===== src/rtl/seq_decoder_pkg.sv =====
// Shared types and helpers for the seq_decoder block.
// State encoding and the constant log2 used to size the scan dwell counter.
package decoder_pkg;

  typedef enum logic [1:0] {
    IDLE = 2'd0,
    HOLD = 2'd1,
    SCAN = 2'd2
  } state_e;

  // Smallest r with 2**r >= value; evaluated at elaboration only.
  function automatic int clog2(input int value);
    int r;
    r = 0;
    while ((1 << r) < value) r++;
    return r;
  endfunction

endpackage


===== src/rtl/seq_decoder_if.sv =====
// Handshake bundle between the index producer, seq_decoder and the line consumer.
// slave is the decoder side, master is the side that drives indices and consumes lines.
interface seq_decoder_if #(
  parameter int SEL_W = 2
) ();
  localparam int OUT_W = 1 << SEL_W;

  logic             in_valid;
  logic             in_ready;
  logic [SEL_W-1:0] in_sel;
  logic             out_valid;
  logic             out_ready;
  logic [OUT_W-1:0] out_onehot;
  logic [SEL_W-1:0] out_idx;
  logic             scan_wrap;

  modport slave (
    input  in_valid, in_sel, out_ready,
    output in_ready, out_valid, out_onehot, out_idx, scan_wrap
  );

  modport master (
    output in_valid, in_sel, out_ready,
    input  in_ready, out_valid, out_onehot, out_idx, scan_wrap
  );
endinterface


===== src/rtl/seq_decoder_onehot_dec.sv =====
// Combinational index-to-line decoder with selectable output polarity.
// All lines are inactive when valid_i is low.
module onehot_dec #(
  parameter int SEL_W      = 2,
  parameter bit ACTIVE_LOW = 1'b0
) (
  input  logic [SEL_W-1:0]        idx_i,
  input  logic                    valid_i,
  output logic [(1<<SEL_W)-1:0]   onehot_o
);
  localparam int OUT_W = 1 << SEL_W;

  logic [OUT_W-1:0] raw;

  // Build the active-high pattern, then apply polarity.
  always_comb begin
    raw        = '0;
    raw[idx_i] = valid_i;
    onehot_o   = ACTIVE_LOW ? ~raw : raw;
  end
endmodule


===== src/rtl/seq_decoder.sv =====
// Registered binary-to-one-hot decoder with valid/ready handshake.
// Optional walking-line scan mode is built only when DECODER_SCAN_EN is defined;
// without it, mode is ignored and scan_wrap is tied low.
//
// state | meaning
// IDLE  | no live output, out_valid=0
// HOLD  | decoded index presented until popped
// SCAN  | walking line, each index held DWELL cycles
module seq_decoder
  import decoder_pkg::*;
#(
  parameter int SEL_W      = 2,
  parameter int DWELL      = 4,
  parameter bit ACTIVE_LOW = 1'b0
) (
  input  logic          clk,
  input  logic          rst_n,
  input  logic          en,
  input  logic          mode,
  seq_decoder_if.slave  bus
);
  localparam int               OUT_W      = 1 << SEL_W;
  localparam logic [OUT_W-1:0] IDLE_LINES = ACTIVE_LOW ? {OUT_W{1'b1}} : {OUT_W{1'b0}};

  state_e           state_q, state_d;
  logic [SEL_W-1:0] idx_q, idx_d;
  logic             valid_q, valid_d;
  logic [OUT_W-1:0] onehot_q, onehot_d;
  logic             wrap_q, wrap_d;
  logic             scan_req;
  logic             accept;
  logic             pop;

`ifdef DECODER_SCAN_EN
  localparam int                 DWELL_W    = clog2(DWELL + 1);
  localparam logic [DWELL_W-1:0] DWELL_LAST = DWELL_W'(DWELL - 1);

  logic [DWELL_W-1:0] dwell_q, dwell_d;

  assign scan_req = mode;
`else
  logic unused_cfg;

  assign scan_req   = 1'b0;
  assign unused_cfg = mode ^ (DWELL > 0);
`endif

  // Refusing input while still in SCAN keeps an index from being dropped
  // during the one cycle spent leaving scan.
  assign bus.in_ready = en && !scan_req && (state_q != SCAN) && (!valid_q || bus.out_ready);
  assign accept       = bus.in_valid && bus.in_ready;
  assign pop          = valid_q && bus.out_ready;

  // Next-state logic: decode handshake, scan walk and mode changes.
  always_comb begin
    state_d = state_q;
    idx_d   = idx_q;
    valid_d = valid_q;
    wrap_d  = 1'b0;
`ifdef DECODER_SCAN_EN
    dwell_d = dwell_q;
`endif
    if (en) begin
`ifdef DECODER_SCAN_EN
      if (scan_req) begin
        if (state_q != SCAN) begin
          state_d = SCAN;
          idx_d   = '0;
          valid_d = 1'b1;
          dwell_d = '0;
        end else if (dwell_q == DWELL_LAST) begin
          dwell_d = '0;
          idx_d   = idx_q + 1'b1;
          wrap_d  = (idx_q == {SEL_W{1'b1}});
        end else begin
          dwell_d = dwell_q + 1'b1;
        end
      end else if (state_q == SCAN) begin
        state_d = IDLE;
        valid_d = 1'b0;
      end else
`endif
      if (accept) begin
        state_d = HOLD;
        idx_d   = bus.in_sel;
        valid_d = 1'b1;
      end else if (pop) begin
        state_d = IDLE;
        valid_d = 1'b0;
      end
    end
  end

  onehot_dec #(
    .SEL_W      (SEL_W),
    .ACTIVE_LOW (ACTIVE_LOW)
  ) u_onehot_dec (
    .idx_i    (idx_d),
    .valid_i  (valid_d),
    .onehot_o (onehot_d)
  );

  // State and output registers; reset drops any pending output.
  always_ff @(posedge clk or negedge rst_n) begin
    if (!rst_n) begin
      state_q  <= IDLE;
      idx_q    <= '0;
      valid_q  <= 1'b0;
      onehot_q <= IDLE_LINES;
      wrap_q   <= 1'b0;
`ifdef DECODER_SCAN_EN
      dwell_q  <= '0;
`endif
    end else begin
      state_q  <= state_d;
      idx_q    <= idx_d;
      valid_q  <= valid_d;
      onehot_q <= onehot_d;
      wrap_q   <= wrap_d;
`ifdef DECODER_SCAN_EN
      dwell_q  <= dwell_d;
`endif
    end
  end

  assign bus.out_valid  = valid_q;
  assign bus.out_idx    = idx_q;
  assign bus.out_onehot = onehot_q;
  assign bus.scan_wrap  = wrap_q;
endmodule


===== src/flat_wrapper.sv =====
// flat-port wrapper written by rule: the top's interface ports become plain ports
module seq_decoder_flat import decoder_pkg::*;
#(
  parameter int SEL_W      = 2,
  parameter int DWELL      = 4,
  parameter bit ACTIVE_LOW = 1'b0
)
  (clk, rst_n, en, mode, bus_in_valid, bus_in_sel, bus_out_ready, bus_in_ready, bus_out_valid, bus_out_onehot, bus_out_idx, bus_scan_wrap);
  seq_decoder_if #(.SEL_W(SEL_W)) bus_i ();
  input  logic clk;
  input  logic rst_n;
  input  logic en;
  input  logic mode;
  input wire logic [$bits(bus_i.in_valid)-1:0] bus_in_valid;
  input wire logic [$bits(bus_i.in_sel)-1:0] bus_in_sel;
  input wire logic [$bits(bus_i.out_ready)-1:0] bus_out_ready;
  output wire logic [$bits(bus_i.in_ready)-1:0] bus_in_ready;
  output wire logic [$bits(bus_i.out_valid)-1:0] bus_out_valid;
  output wire logic [$bits(bus_i.out_onehot)-1:0] bus_out_onehot;
  output wire logic [$bits(bus_i.out_idx)-1:0] bus_out_idx;
  output wire logic [$bits(bus_i.scan_wrap)-1:0] bus_scan_wrap;
  assign bus_i.in_valid = bus_in_valid;
  assign bus_i.in_sel = bus_in_sel;
  assign bus_i.out_ready = bus_out_ready;
  assign bus_in_ready = bus_i.in_ready;
  assign bus_out_valid = bus_i.out_valid;
  assign bus_out_onehot = bus_i.out_onehot;
  assign bus_out_idx = bus_i.out_idx;
  assign bus_scan_wrap = bus_i.scan_wrap;
  seq_decoder #(.SEL_W(SEL_W), .DWELL(DWELL), .ACTIVE_LOW(ACTIVE_LOW)) u_core (.clk(clk), .rst_n(rst_n), .en(en), .mode(mode), .bus(bus_i));
endmodule

===== config.mk =====
export PLATFORM = sky130hd
export DESIGN_NAME = seq_decoder_flat
export DESIGN_NICKNAME = d
export VERILOG_FILES = /design/src/rtl/seq_decoder_pkg.sv /design/src/rtl/seq_decoder_if.sv /design/src/rtl/seq_decoder_onehot_dec.sv /design/src/rtl/seq_decoder.sv /design/src/flat_wrapper.sv
export SDC_FILE = /design/constraint.sdc
export NUM_CORES = 1
export LEC_CHECK = 0
export CAP_MARGIN = 25
export CORE_AREA = 5 5 42 44
export CTS_BUF_LIST = sky130_fd_sc_hd__clkbuf_4
export DETAILED_ROUTE_END_ITERATION = 8
export DIE_AREA = 0 0 47 49
export GPL_ROUTABILITY_DRIVEN = 0
export PLACE_DENSITY = 0.57
export SETUP_SLACK_MARGIN = 0.02
export SLEW_MARGIN = 30
export SYNTH_ARGS = -nofsm -noshare
export SYNTH_HDL_FRONTEND = slang
export SYNTH_SLANG_ARGS = --single-unit

===== constraint.sdc =====
create_clock -name clk -period 2.14 [get_ports clk]
set_input_delay 0.428 -clock clk [delete_from_list [all_inputs] [get_ports clk]]
set_output_delay 0.428 -clock clk [all_outputs]
set_load 0.02 [all_outputs]

==> Word level (Yosys, flattened, before mapping) <==
Cells that the tools add are included.
Widths: inputs -> output; s select.
{ "op_classes": {"n_lt_le_gt_ge": 2, "shifts": 0, "n_eq_ne": 1, "bitwise": 1, "reduce_logical": 9, "multipliers": 0, "mux": 9, "div_mod_pow": 0, "addsub": 0} }
{ "op_table": {"columns": ["operator", "n"], "rows": [
  ["$mux 2", 4],
  ["$logic_and 1x1->1", 5],
  ["$and 4x4->4", 1],
  ["$mux 1", 4],
  ["$lt 2x3->1 const B", 1],
  ["$demux 1 s2", 1],
  ["$ge 2x1->1 const B", 1],
  ["$ne 2x2->1 const B", 1],
  ["$reduce_and 2->1", 1],
  ["$reduce_bool 2->1", 1],
  ["$logic_not 1->1", 1],
  ["$logic_or 1x1->1", 1]
]} }
{ "totals": {"mem_bits_ro": 0, "memories": 0, "latch_bits": 0, "reg_bits": 9, "mem_bits_rw": 0} }

==> Longest topological paths before layout <==
Gate-level depths: netlist of the first run.
{ "depth": {"depth_word": 11, "ltp_mapped": 3, "ltp_nobuf": 3} }

==> Cells and area by module <==
Synthesis of the first run repeated with hierarchy kept, for this count alone.
{ "unflattened": {"cells_unflattened": 20, "hier_area_um2": 291.5} }
{ "modules_own_cells": {"columns": ["mod", "cells_each", "n_inst", "seq_area_each_um2", "area_per_inst_um2"], "rows": [
  ["seq_decoder", 16, 1, 175.2, 254.0],
  ["onehot_dec", 4, 1, 0.0, 37.5]
]} }

==> Least setup slack after synthesis of the first run <==
Ideal clock, no wire load.
{ "synth_timing": {"path_type": "reg2out", "startpoint": "register u_core.valid_q, in the netlist u_core.bus.out_valid", "endpoint": "output bus_in_ready", "required_time_ns": 1.712, "setup_slack_ns": 0.833, "t_arrival_ns": 0.879, "path_stages_with_launch": 3, "path_cell_list": "dfrtp_1 -> nand2b_1 -> and2_1"} }
{ "synth_between": {"elab_chain_len": 3} }
{ "synth_lines": {"columns": ["element", "line_no", "text"], "rows": [
  ["start: declaration", "seq_decoder.sv:27", "logic valid_q, valid_d;"],
  ["start signal: assignment", "seq_decoder.sv:117", "valid_q <= valid_d;"],
  ["$logic_not 1->1", "seq_decoder.sv:50", "assign bus.in_ready = en && !scan_req && (state_q != SCAN) && (!valid_q || bus.out_ready);"],
  ["$logic_or 1x1->1", "seq_decoder.sv:50", null],
  ["$logic_and 1x1->1", "seq_decoder.sv:50", null],
  ["end: declaration", "flat_wrapper.sv:17", "output wire logic [$bits(bus_i.in_ready)-1:0] bus_in_ready;"]
]} }
Every way passes these cells.

==> Worst setup path in the final report of the first run <==
{ "layout_timing": {"startpoint": "input bus_out_ready", "endpoint": "output bus_in_ready"} }
{ "layout_between": {"elab_chain_len": 2} }
{ "layout_lines": {"columns": ["element", "line_no", "text"], "rows": [
  ["start: declaration", "flat_wrapper.sv:16", "input wire logic [$bits(bus_i.out_ready)-1:0] bus_out_ready;"],
  ["$logic_or 1x1->1", "seq_decoder.sv:50", null],
  ["$logic_and 1x1->1", "seq_decoder.sv:50", null]
]} }
Every way passes these cells.

==> qor.txt, run 1 <==
Status = complete, no violations
Reg-to-reg slack, setup = 1.01 ns
Count of boundary I/O pins = 17
Sequential cell area in the final layout = 175 sq um
Routed WL = 723 um
# hold bufs at CTS = 0
Kind of end point of the critical path = output pin
Pwr per Cell Area = 777 mW/mm^2
Average cell area after synthesis = 10.7 sq um
Yosys warns = 0
Via count = 294
Number of global-route vias before repair = 283
Kind of cell with the highest combined delay on the critical path = buffers and inverters
Summed area of non-filler cells in the final layout = 534 sq um
Detail Route Antenna Nets = 0
Highest-count cells in the layout ignoring fill and taps = clkdlybuf4s50_1 (13), dfrtp_1 (7), nand2_1 (4), clkbuf_4 (4), buf_4 (3)
Part of the total power dissipated in sequential elements = 38.3%
Total setup violations reported at the end of the flow = 0
Top achievable clock speed = 529 MHz
Total of flip-flops plus latches after synthesis = 7
Total global-route track usage = 8.21%
Total CTS buffers = 3
Share of post-route cells with drive strength above 1 = 21.6%
Cell with the largest stage delay on the worst path = clkdlybuf4s50_1
Insertion delay to the later sink of the worst-skew pair = 0.25 ns
Part of the power in the clock network = 31.1%
Library cells used by synthesis = 19
Accumulated negative setup slack = 0 ns
Worst setup timing slack at the placement stage = -0.0400 ns
Largest net degree at the start of global routing = 8
Std-Cell Core Area = 0.00140 sq mm
Psw = 0.000118 W
Remaining routing DRC violations = 0
Combinational group share of total power = 30.6%
Leakage power summed over all cells = 0.234 nW
Floorplan row count = 14
Number of instances in the synthesized netlist = 31
Max incr delay on CP = 0.46 ns
Cell internal pwr = 0.000297 W
CTS clk-pin slew, worst paths = 0.05 ns
Commonest non-fill, non-tap cell in the layout = clkdlybuf4s50_1
Detail-routed net length per standard cell = 10.8 um
TritonCTS clock tree = yes
Setup repair after global routing missed its margin = false
Multi-input gate area in the final layout = 148 sq um
Detailed-placement wirelength estimate = 581 um
Wire length of the first global-routing pass = 1300 um
Portion of the clock cycle consumed by the worst path in the final layout = 88.3%
Largest driver fanout on the critical path = 2
Layout fillers = 158
Sequential element share of the synthesized area = 53.0%
Maximum clock path buffer count = 2
Area of the die = 0.00230 sq mm
Vias/cell = 4.39
Placed Area = 505 sq um
Worst hold slack = 0.448 ns
Number of max-slew violations in the final report = 0
CTS Root Buffer Type = clkbuf_4
Worst path bufs/invs = 2
Antenna violations before repair = 0
Die height = 49 um
Drt initial violations = 3
Setup WS post-layout = 0.250 ns
First drt pass iteration count = 4
CP Data Arrival Time = 1.46 ns
Final layout net count = 60
Final Hold Viols = 0
DIE WIDTH = 47 um
Leftover overflow at the end of global routing = 0
Worst vdd rail ir drop = 410 uV
ANT cells = 0
Cell Chain, Critical Path = clkdlybuf4s50_1 -> nand2b_1 -> and2_1 -> dlygate4sd2_1
Kind of start point of the critical path = primary input
Min-delay worst type = in -> async
Period minus WS final = 1.89 ns
Max Clock Skew = 0.00185 ns
Port buffer count = 14
Critical setup path kind = in -> out
Clock sink total = 7
Starting Density = 23.6%
Maximum level of the CTS H-tree = 1
Top post-synthesis cells by area = dfrtp_1 (53%), a21boi_0 (4.5%), nand2_1 (4.5%), and2_1 (3.8%), and3_4 (3.4%)
Post-CTS setup buffers = 0
Share of Yosys cell area claimed by the top area cell type = 53.0%
Cell taking the most area after synthesis = dfrtp_1
Required @ worst endpoint = 1.71 ns
Area delta synth->final = 61.7%
Syn nets = 39
Switching power as a share of total power = 28.4%
Max-capacitance violation count = 0
Total of cells resized after clock tree synthesis = 1
Cell area after technology mapping = 330 sq um
==> final timing paths <==
path / cells after the start / from / end
min: 1 / rst_n / u_core.bus.out_idx[1]
max: 4 / bus_out_ready / bus_in_ready
max reg2reg: 3 / u_core.bus.out_valid / u_core.bus.out_onehot[2]
min reg2reg: 2 / u_core.bus.out_idx[0] / u_core.bus.out_idx[0]
max in group asynchronous: 1 / rst_n / u_core.bus.out_onehot[2]
min in group clk: 2 / u_core.bus.out_idx[0] / u_core.bus.out_idx[0]
==> stage by stage <==
stage / total power [W] / cells / util (%)
4_1_cts: 0.000425 / 67 / 38.1
6_report: 0.000415 / 67 / 38.1
3_3_place_gp: 0.000290 / 63 / 36.1
2_1_floorplan: 0.000225 / 31 / -
5_1_grt: 0.000454 / 67 / 38.1
3_5_place_dp: 0.000291 / 63 / 36.1
==> metal layers <==
metal | part of all wire [%] | routed length [um] | global-route usage, %
met4 | 0 | 0 | 2.76
met1 | 43 | 312 | 10.3
met5 | 0 | 0 | 0
met3 | 10 | 73 | 6.64
met2 | 47 | 338 | 10.4
==> sequential cells by signal, summed over array words and instances (netlist names) <==
name                   count
u_core.bus.out_valid       1
u_core.bus.out_idx         2
u_core.bus.out_onehot      4
==> area by class of cell <==
cell class                 count  area share [%]
timing repair buffer          17            30.2
clock buffer                   4            5.62
multi-input combinational     23            27.6
tap                           16            3.75
sequential                     7            32.8
==> cell families (layout without fill, tap and decap cells) <==
family          after synthesis  in the layout  synth area share (%)
simple gates                 13             13                  23.1
compound gates                9              9                  20.5
flops                         7              7                  53.0
other cells                   1              1                  1.14
buf+inv                       1             21                  2.27
==> cell usage after synthesis, drive strengths merged <==
cell and n:
dfrtp 7, nand2 4, a21boi 2, a21oi 2
and2 2, nand3 2, nor3 2, o21ai 2
a21bo 1, a32oi 1, and3 1, buf 1
conb 1, nand2b 1, nor2b 1, o32a 1
==> power by group through the flow <==
stage	Clock [W]	Combinational (W)	Sequential, W
after CTS	0.000137	0.000129	0.000159
final	0.000129	0.000127	0.000159
after global routing	0.000153	0.000139	0.000162
after floorplan	0	0.0000418	0.000184
after global placement	0	0.000129	0.000161
after detailed placement	0	0.000130	0.000161
Power figures use the tool's default switching activity.
==> run 2, diff against run 1 <==
SKIP_LAST_GASP = 1   (was default)
==> results of run 2 <==
The final DEF is identical to that of run 1; final timing and power are the same.
